`src/rtl/multicycle_ctrl_if.sv`:
```
// Control bundle between the multicycle controller (master) and the datapath/memory side (slave).
interface multicycle_ctrl_if #(
  parameter int unsigned ALUFCT_W = 3
);
  logic [6:0]          Opcode;
  logic [2:0]          Funct3;
  logic                Funct7b5;
  logic                ImemReady;
  logic                DmemReady;

  logic                PCwrite;
  logic                PCwriteCond;
  logic                AluSrcA;
  logic [1:0]          AluSrcB;
  logic [ALUFCT_W-1:0] ALUFct;
  logic                AluAlt;
  logic                ImemRead;
  logic                LoadIr;
  logic                LoadAB;
  logic                DmemRead;
  logic                DmemWrite;
  logic                RegWrite;
  logic                MemToReg;
  logic                Fault;
  logic [3:0]          State;

  modport master (
    input  Opcode, Funct3, Funct7b5, ImemReady, DmemReady,
    output PCwrite, PCwriteCond, AluSrcA, AluSrcB, ALUFct, AluAlt, ImemRead, LoadIr,
           LoadAB, DmemRead, DmemWrite, RegWrite, MemToReg, Fault, State
  );

  modport slave (
    output Opcode, Funct3, Funct7b5, ImemReady, DmemReady,
    input  PCwrite, PCwriteCond, AluSrcA, AluSrcB, ALUFct, AluAlt, ImemRead, LoadIr,
           LoadAB, DmemRead, DmemWrite, RegWrite, MemToReg, Fault, State
  );
endinterface

```
`src/rtl/multicycle_ctrl.sv`:
```
// Multicycle RV32I-subset control FSM: fetch/decode/execute/memory/write-back sequencing
// with valid/ready memory handshakes and a wait watchdog that drops into a sticky FAULT.
module multicycle_ctrl #(
  parameter int unsigned ALUFCT_W    = 3,
  parameter int unsigned MEM_TIMEOUT = 15,
  parameter logic [1:0]  PC_STEP_SEL = 2'b01
) (
  input  logic              Clk,
  input  logic              Reset,
  multicycle_ctrl_if.master bus
);
  localparam logic [3:0] INIT   = 4'd0;
  localparam logic [3:0] FETCH  = 4'd1;
  localparam logic [3:0] UPDATE = 4'd2;
  localparam logic [3:0] DECODE = 4'd3;
  localparam logic [3:0] EXEC_R = 4'd4;
  localparam logic [3:0] EXEC_I = 4'd5;
  localparam logic [3:0] ADDR   = 4'd6;
  localparam logic [3:0] MEM_RD = 4'd7;
  localparam logic [3:0] MEM_WR = 4'd8;
  localparam logic [3:0] WB_ALU = 4'd9;
  localparam logic [3:0] WB_MEM = 4'd10;
  localparam logic [3:0] BRANCH = 4'd11;
  localparam logic [3:0] FAULT  = 4'd12;

  localparam logic [6:0] OP_R      = 7'b0110011;
  localparam logic [6:0] OP_I      = 7'b0010011;
  localparam logic [6:0] OP_LOAD   = 7'b0000011;
  localparam logic [6:0] OP_STORE  = 7'b0100011;
  localparam logic [6:0] OP_BRANCH = 7'b1100011;

  localparam logic [1:0] SRCB_REG  = 2'b00;
  localparam logic [1:0] SRCB_IMM  = 2'b10;
  localparam logic [1:0] SRCB_BIMM = 2'b11;

  localparam logic [ALUFCT_W-1:0] FCT_ADD = ALUFCT_W'(3'b001);
  localparam logic [ALUFCT_W-1:0] FCT_SUB = ALUFCT_W'(3'b010);

  localparam int unsigned CNT_W = (MEM_TIMEOUT > 1) ? $clog2(MEM_TIMEOUT + 1) : 1;

  logic [3:0]       state;
  logic [3:0]       state_nxt;
  logic [CNT_W-1:0] wait_cnt;
  logic             waiting;
  logic             timeout;

  assign waiting   = (state == FETCH) || (state == MEM_RD) || (state == MEM_WR);
  assign timeout   = (MEM_TIMEOUT != 0) && (wait_cnt == CNT_W'(MEM_TIMEOUT));
  assign bus.State = state;

  // State register; the wait counter restarts on every state change and counts stalled cycles.
  always_ff @(posedge Clk or posedge Reset) begin
    if (Reset) begin
      state    <= INIT;
      wait_cnt <= '0;
    end else begin
      state <= state_nxt;
      if (state_nxt != state)
        wait_cnt <= '0;
      else if (waiting)
        wait_cnt <= wait_cnt + CNT_W'(1);
    end
  end

  // Next state and Moore control decode.
  always_comb begin
    state_nxt       = state;
    bus.PCwrite     = 1'b0;
    bus.PCwriteCond = 1'b0;
    bus.AluSrcA     = 1'b0;
    bus.AluSrcB     = SRCB_REG;
    bus.ALUFct      = '0;
    bus.AluAlt      = 1'b0;
    bus.ImemRead    = 1'b0;
    bus.LoadIr      = 1'b0;
    bus.LoadAB      = 1'b0;
    bus.DmemRead    = 1'b0;
    bus.DmemWrite   = 1'b0;
    bus.RegWrite    = 1'b0;
    bus.MemToReg    = 1'b0;
    bus.Fault       = 1'b0;

    case (state)
      INIT: state_nxt = FETCH;
      FETCH: begin
        bus.ImemRead = 1'b1;
        bus.AluSrcB  = PC_STEP_SEL;
        bus.ALUFct   = FCT_ADD;
        if (bus.ImemReady) state_nxt = UPDATE;
        else if (timeout)  state_nxt = FAULT;
      end
      UPDATE: begin
        bus.PCwrite = 1'b1;
        bus.LoadIr  = 1'b1;
        bus.AluSrcB = PC_STEP_SEL;
        bus.ALUFct  = FCT_ADD;
        state_nxt   = DECODE;
      end
      DECODE: begin
        // Speculatively form the branch target in ALUOut while the registers load.
        bus.LoadAB  = 1'b1;
        bus.AluSrcB = SRCB_BIMM;
        bus.ALUFct  = FCT_ADD;
        case (bus.Opcode)
          OP_R:              state_nxt = EXEC_R;
          OP_I:              state_nxt = EXEC_I;
          OP_LOAD, OP_STORE: state_nxt = ADDR;
          OP_BRANCH:         state_nxt = BRANCH;
          default:           state_nxt = FAULT;
        endcase
      end
      EXEC_R: begin
        bus.AluSrcA = 1'b1;
        bus.ALUFct  = ALUFCT_W'(bus.Funct3);
        bus.AluAlt  = bus.Funct7b5;
        state_nxt   = WB_ALU;
      end
      EXEC_I: begin
        // Only the shift-right immediate encodes SRA in IR[30]; elsewhere it is immediate data.
        bus.AluSrcA = 1'b1;
        bus.AluSrcB = SRCB_IMM;
        bus.ALUFct  = ALUFCT_W'(bus.Funct3);
        bus.AluAlt  = (bus.Funct3 == 3'b101) ? bus.Funct7b5 : 1'b0;
        state_nxt   = WB_ALU;
      end
      ADDR: begin
        bus.AluSrcA = 1'b1;
        bus.AluSrcB = SRCB_IMM;
        bus.ALUFct  = FCT_ADD;
        state_nxt   = (bus.Opcode == OP_LOAD) ? MEM_RD : MEM_WR;
      end
      MEM_RD: begin
        bus.DmemRead = 1'b1;
        if (bus.DmemReady) state_nxt = WB_MEM;
        else if (timeout)  state_nxt = FAULT;
      end
      MEM_WR: begin
        bus.DmemWrite = 1'b1;
        if (bus.DmemReady) state_nxt = FETCH;
        else if (timeout)  state_nxt = FAULT;
      end
      WB_ALU: begin
        bus.RegWrite = 1'b1;
        state_nxt    = FETCH;
      end
      WB_MEM: begin
        bus.RegWrite = 1'b1;
        bus.MemToReg = 1'b1;
        state_nxt    = FETCH;
      end
      BRANCH: begin
        bus.AluSrcA     = 1'b1;
        bus.ALUFct      = FCT_SUB;
        bus.PCwriteCond = 1'b1;
        state_nxt       = FETCH;
      end
      FAULT:   bus.Fault = 1'b1;
      default: state_nxt = FAULT;
    endcase
  end
endmodule

```
`src/flat_wrapper.sv`:
```
// flat-port wrapper written by rule: the top's interface ports become plain ports
module multicycle_ctrl_flat 
#(
  parameter int unsigned ALUFCT_W    = 3,
  parameter int unsigned MEM_TIMEOUT = 15,
  parameter logic [1:0]  PC_STEP_SEL = 2'b01
)
  (Clk, Reset, bus_Opcode, bus_Funct3, bus_Funct7b5, bus_ImemReady, bus_DmemReady, bus_PCwrite, bus_PCwriteCond, bus_AluSrcA, bus_AluSrcB, bus_ALUFct, bus_AluAlt, bus_ImemRead, bus_LoadIr, bus_LoadAB, bus_DmemRead, bus_DmemWrite, bus_RegWrite, bus_MemToReg, bus_Fault, bus_State);
  multicycle_ctrl_if #(.ALUFCT_W(ALUFCT_W)) bus_i ();
  input  logic Clk;
  input  logic Reset;
  input wire logic [$bits(bus_i.Opcode)-1:0] bus_Opcode;
  input wire logic [$bits(bus_i.Funct3)-1:0] bus_Funct3;
  input wire logic [$bits(bus_i.Funct7b5)-1:0] bus_Funct7b5;
  input wire logic [$bits(bus_i.ImemReady)-1:0] bus_ImemReady;
  input wire logic [$bits(bus_i.DmemReady)-1:0] bus_DmemReady;
  output wire logic [$bits(bus_i.PCwrite)-1:0] bus_PCwrite;
  output wire logic [$bits(bus_i.PCwriteCond)-1:0] bus_PCwriteCond;
  output wire logic [$bits(bus_i.AluSrcA)-1:0] bus_AluSrcA;
  output wire logic [$bits(bus_i.AluSrcB)-1:0] bus_AluSrcB;
  output wire logic [$bits(bus_i.ALUFct)-1:0] bus_ALUFct;
  output wire logic [$bits(bus_i.AluAlt)-1:0] bus_AluAlt;
  output wire logic [$bits(bus_i.ImemRead)-1:0] bus_ImemRead;
  output wire logic [$bits(bus_i.LoadIr)-1:0] bus_LoadIr;
  output wire logic [$bits(bus_i.LoadAB)-1:0] bus_LoadAB;
  output wire logic [$bits(bus_i.DmemRead)-1:0] bus_DmemRead;
  output wire logic [$bits(bus_i.DmemWrite)-1:0] bus_DmemWrite;
  output wire logic [$bits(bus_i.RegWrite)-1:0] bus_RegWrite;
  output wire logic [$bits(bus_i.MemToReg)-1:0] bus_MemToReg;
  output wire logic [$bits(bus_i.Fault)-1:0] bus_Fault;
  output wire logic [$bits(bus_i.State)-1:0] bus_State;
  assign bus_i.Opcode = bus_Opcode;
  assign bus_i.Funct3 = bus_Funct3;
  assign bus_i.Funct7b5 = bus_Funct7b5;
  assign bus_i.ImemReady = bus_ImemReady;
  assign bus_i.DmemReady = bus_DmemReady;
  assign bus_PCwrite = bus_i.PCwrite;
  assign bus_PCwriteCond = bus_i.PCwriteCond;
  assign bus_AluSrcA = bus_i.AluSrcA;
  assign bus_AluSrcB = bus_i.AluSrcB;
  assign bus_ALUFct = bus_i.ALUFct;
  assign bus_AluAlt = bus_i.AluAlt;
  assign bus_ImemRead = bus_i.ImemRead;
  assign bus_LoadIr = bus_i.LoadIr;
  assign bus_LoadAB = bus_i.LoadAB;
  assign bus_DmemRead = bus_i.DmemRead;
  assign bus_DmemWrite = bus_i.DmemWrite;
  assign bus_RegWrite = bus_i.RegWrite;
  assign bus_MemToReg = bus_i.MemToReg;
  assign bus_Fault = bus_i.Fault;
  assign bus_State = bus_i.State;
  multicycle_ctrl #(.ALUFCT_W(ALUFCT_W), .MEM_TIMEOUT(MEM_TIMEOUT), .PC_STEP_SEL(PC_STEP_SEL)) u_core (.Clk(Clk), .Reset(Reset), .bus(bus_i));
endmodule
```
`config.mk`:
```
export PLATFORM = sky130hd
export DESIGN_NAME = multicycle_ctrl_flat
export DESIGN_NICKNAME = d
export VERILOG_FILES = /design/src/rtl/multicycle_ctrl_if.sv /design/src/rtl/multicycle_ctrl.sv /design/src/flat_wrapper.sv
export SDC_FILE = /design/constraint.sdc
export NUM_CORES = 1
export LEC_CHECK = 0
export BUFFER_PORTS_ARGS = -buffer_cell sky130_fd_sc_hd__buf_2
export CAP_MARGIN = 20
export CELL_PAD_IN_SITES_DETAIL_PLACEMENT = 0
export CELL_PAD_IN_SITES_GLOBAL_PLACEMENT = 1
export CORE_MARGIN = 2
export CORE_UTILIZATION = 36
export CTS_BUF_LIST = sky130_fd_sc_hd__clkbuf_8 sky130_fd_sc_hd__clkbuf_16
export DETAILED_ROUTE_END_ITERATION = 8
export MAX_ROUTING_LAYER = met4
export PLACE_DENSITY_LB_ADDON = 0.1
export SLEW_MARGIN = 0
export SYNTH_ARGS = -nofsm -noshare
export SYNTH_HDL_FRONTEND = slang
export SYNTH_SLANG_ARGS = --single-unit
```
`constraint.sdc`:
```
create_clock -name Clk -period 4.7 [get_ports Clk]
set_input_delay 0.94 -clock Clk [delete_from_list [all_inputs] [get_ports Clk]]
set_output_delay 0.94 -clock Clk [all_outputs]
set_load 0.05 [all_outputs]
```
# Yosys cells after proc, flatten, opt, wreduce, memory -nomap -nowiden
# Index checks and enable logic that the tools add are counted.
# op_classes
n_mux,23
n_addsub,1
n_reduce_logical,12
eq_ne,20
# ops
cell,count
$pmux W4 S9,1
$mux W4,7
$eq A4 B4 Y1 const B,6
$eq A4 B3 Y1 const B,4
$pmux W4 S4,1
$eq A7 B6 Y1 const B,2
$reduce_or A4 Y1,3
$mux W1,11
$reduce_or A2 Y1,5
$pmux W3 S3,1
$eq A4 B2 Y1 const B,2
$eq A7 B2 Y1 const B,1
$eq A7 B5 Y1 const B,1
$eq A7 B7 Y1 const B,1
$pmux W2 S3,1
$add A4 B1 Y4 const B,1
$eq A4 B1 Y1 const B,1
$logic_not A4 Y1,1
$ne A4 B4 Y1,1
$eq A3 B3 Y1 const B,1
$logic_or A1 B1 Y1,2
$pmux W1 S2,1
$reduce_bool A2 Y1,1
# totals
register_bits,8
output_inout_bits,21
elab_cells,58

# Logic depth before layout (Yosys ltp)
# depth
word_depth,6
mapped_depth,8

# Least setup slack after synthesis
# Ideal clock, no wire load.
# synth_timing
path_type,register to output
startpoint,register u_core.state[1] (netlist: u_core.bus.State[1])
endpoint,output port bus_PCwrite
required_ps,3760
path_buffers,3
t_arrival_ps,2850
path_slack_ps,910
stages_incl_launch_ff,6
cell_sequence,dfrtp_1 -> buf_6 -> dlygate4sd1_1 -> nand2_1 -> nor3_1 -> buf_4
# synth_between
elab_chain_len,2
# synth_lines
element,line,text
"start, declared",multicycle_ctrl.sv:41,logic [3:0] state;
"start signal, assigned",multicycle_ctrl.sv:57,state <= state_nxt;
$eq A4 B2 Y1,-,
$mux W1,-,
"end, declared",flat_wrapper.sv:17,output wire logic [$bits(bus_i.PCwrite)-1:0] bus_PCwrite;
# No other way between the ends.

# Final worst setup path
# layout_timing
startpoint,register u_core.state[2] (netlist: u_core.bus.State[2])
endpoint,output port bus_AluAlt
# layout_between
elab_chain_len,2
# layout_lines
element,line,text
$eq A4 B3 Y1,multicycle_ctrl.sv:83,case (state)
$pmux W1 S2 *,multicycle_ctrl.sv:83,
"end, declared",flat_wrapper.sv:22,output wire logic [$bits(bus_i.AluAlt)-1:0] bus_AluAlt;
# Mark *: on every way between the ends. The rest lies on a longest branch, timed or not.

==> reports/metrics.cfg <==
[routing]
ant_nets=0
wire_per_inst_um=13.6
first_pass_iters=4
drt-total-wl_um=2420
avgViaCountPerCell=5.61
via_count=998
drtIter0Drc=17
drcViolationCount=0

[critical_path]
cp-start-kind=flop
crit_fanout=26
worstSetupPathType=flop to output port
cp-end-kind=output port
cp.arrival_ps=1880
cp.required_ps=3760

[timing]
finClkSkew_ps=0.712
final_hold_viol_count=0
layout_setup_ws_ps=1880
max_freq_mhz=354
hold_ws_ps=596
rsz0062_at_grt=no
tns_ps=0
min_period_ps=2820
timing.slew.headroom_pct=48.9
finalSetupViolations=0
period_share_pct=60.0
worst_pin_slew_ps=767
slew_violations=0

[power_and_ir_drop]
ir_worst_vdd_uv=508
p_total_mw=0.883
powerDensity_nw_per_um2=786
leakage_nw=0.532

[clock_tree]
post-cts-setup-buffers=0
cts_hold_buf=0
cts_tree=done
insertion_delay_ps=230
numCtsBuffers=3
root_buffer=clkbuf_8
htree_levels=1
cts_sinks=8
cts.repair.resized=0
clock_path_buffers=2
clkTransAtPathRegs_ps=40

[finish]
drive_gt1_share_pct=29.7
area_growth_pct=20.4
layout.nets=166
num_antenna_cells=0
instances_no_fill=178

[place]
place_ws_ps=2090
place_congestion=0.790
io_buffers=35
dp_cells=175
post-dp-hpwl_um=1820

[global_routing]
met2_usage_pct=30.0
grt.met3_usage_pct=2.42
grt_pass1_wl_um=3910
met1_usage_pct=23.5
grt_remaining_overflow=0
antenna_found_initial=0
busiest_layer=met2
grt_use_total_pct=18.4
grt_max_degree=27
grt_pass1_vias=866

[floorplanning]
initial_utilization_pct=37.7
die_y_um=54.9
chipWidth_um=54.9
die-area_um2=3020
core_area_um2=2480
rows=18
pin_count=36

[synth]
synth_common_cells=10 x nand2_1, 10 x nor3_1, 9 x a21oi_1, 9 x nor2_1, 8 x dfrtp_1
synthFlopType=dfrtp_1
synth-seq-cells=8
synth_seq_area_share_pct=21.4
synth_nets=136
synth_cell_type_count=48
ys_warn_count=0
async_reset_ff_share_pct=100
syn_inst=120
avgSynthCellArea_um2=7.78
synth_area_leaders=dfrtp_1 21%, nor3_1 5.4%, a21oi_1 4.8%
synth_top_area_share_pct=21.4
synth_edf_count=0
synthesis.area_um2=933
synth_top_area_cell=dfrtp_1

[flow_run]
drv_cap=0

[hold_path]
hp-class=flop to flop

[status]
status=finished clean

cell type report:
cell class                 count  area (um^2)
fill                         271         1350
multi-input combinational     99          658
sequential                     8          200
timing repair buffer          35          175
clock buffer                   3         41.3
tap                           30         37.5
inverter                       3         11.3
critical path, stage by stage (launching register included):
cell and delay (ps):
dfrtp_1 820, nand2b_1 210, nor2_1 190, and3_1 180
buf_2 250
final timing paths:
path,slack (ps),depth (start not counted),from,to
max,1880,4,u_core.bus.State[2],bus_AluAlt
min reg2reg,600,2,u_core.wait_cnt[3],u_core.wait_cnt[3]
max reg2reg,2150,7,u_core.bus.State[2],u_core.wait_cnt[3]
min,600,2,u_core.wait_cnt[3],u_core.wait_cnt[3]
min in group asynchronous,650,2,Reset,u_core.wait_cnt[0]
max in group asynchronous,3810,2,Reset,u_core.bus.State[0]
cells in the final DEF (no fill, tap or decap), types with 4 or more instances in the layout:
cell / Yosys / final
nand2b_1: 5 / 5
nor3_1: 10 / 10
dfrtp_1: 8 / 8
nand2_1: 10 / 10
a21oi_1: 9 / 9
nand3b_1: 4 / 4
nor2_1: 9 / 9
buf_2: 2 / 35
nand4bb_1: 4 / 4
registers in the layout, summed over array words and instances, names as in the netlist:
name,cells
u_core.bus.State,4
u_core.wait_cnt,4
cells by family (layout without fill, tap and decap cells):
kind of cell / count (synthesis) / after routing / synth area share [%]
AND/OR/NAND/NOR: 61 / 61 / 39.9
AO/OA/AOI/OAI: 31 / 31 / 23.3
buffers and inverters: 13 / 41 / 8.04
flip-flops: 8 / 8 / 21.4
XOR/XNOR: 4 / 4 / 3.75
multiplexers: 2 / 2 / 2.14
adder cells (fa/ha/maj): 1 / 1 / 1.34
metrics by stage:
| step | area, um^2 | util (%) |
|---|---|---|
| floorplan | 933 | - |
| global placement | 1080 | 43.7 |
| detailed placement | 1080 | 43.7 |
| CTS | 1120 | 45.4 |
| global route | 1120 | 45.4 |
| finish | 1120 | 45.4 |
layer usage:
metal / share of wire [%] / up-vias / wire [um]
met5: 0 / - / 0
met4: 0.45 / 0 / 11
met3: 5.3 / 2 / 129
met1: 46 / 464 / 1120
li1: - / 506 / -
met2: 48 / 26 / 1160
power breakdown:
part	total, mW	internal, mW	leakage, nW	switching (mW)
logic	0.618	0.201	0.405	0.417
registers	0.183	0.0885	0.106	0.0950
clock network	0.0819	0.0554	0.0216	0.0264
total	0.883	0.345	0.532	0.538
(Power assumes the default switching activity.)
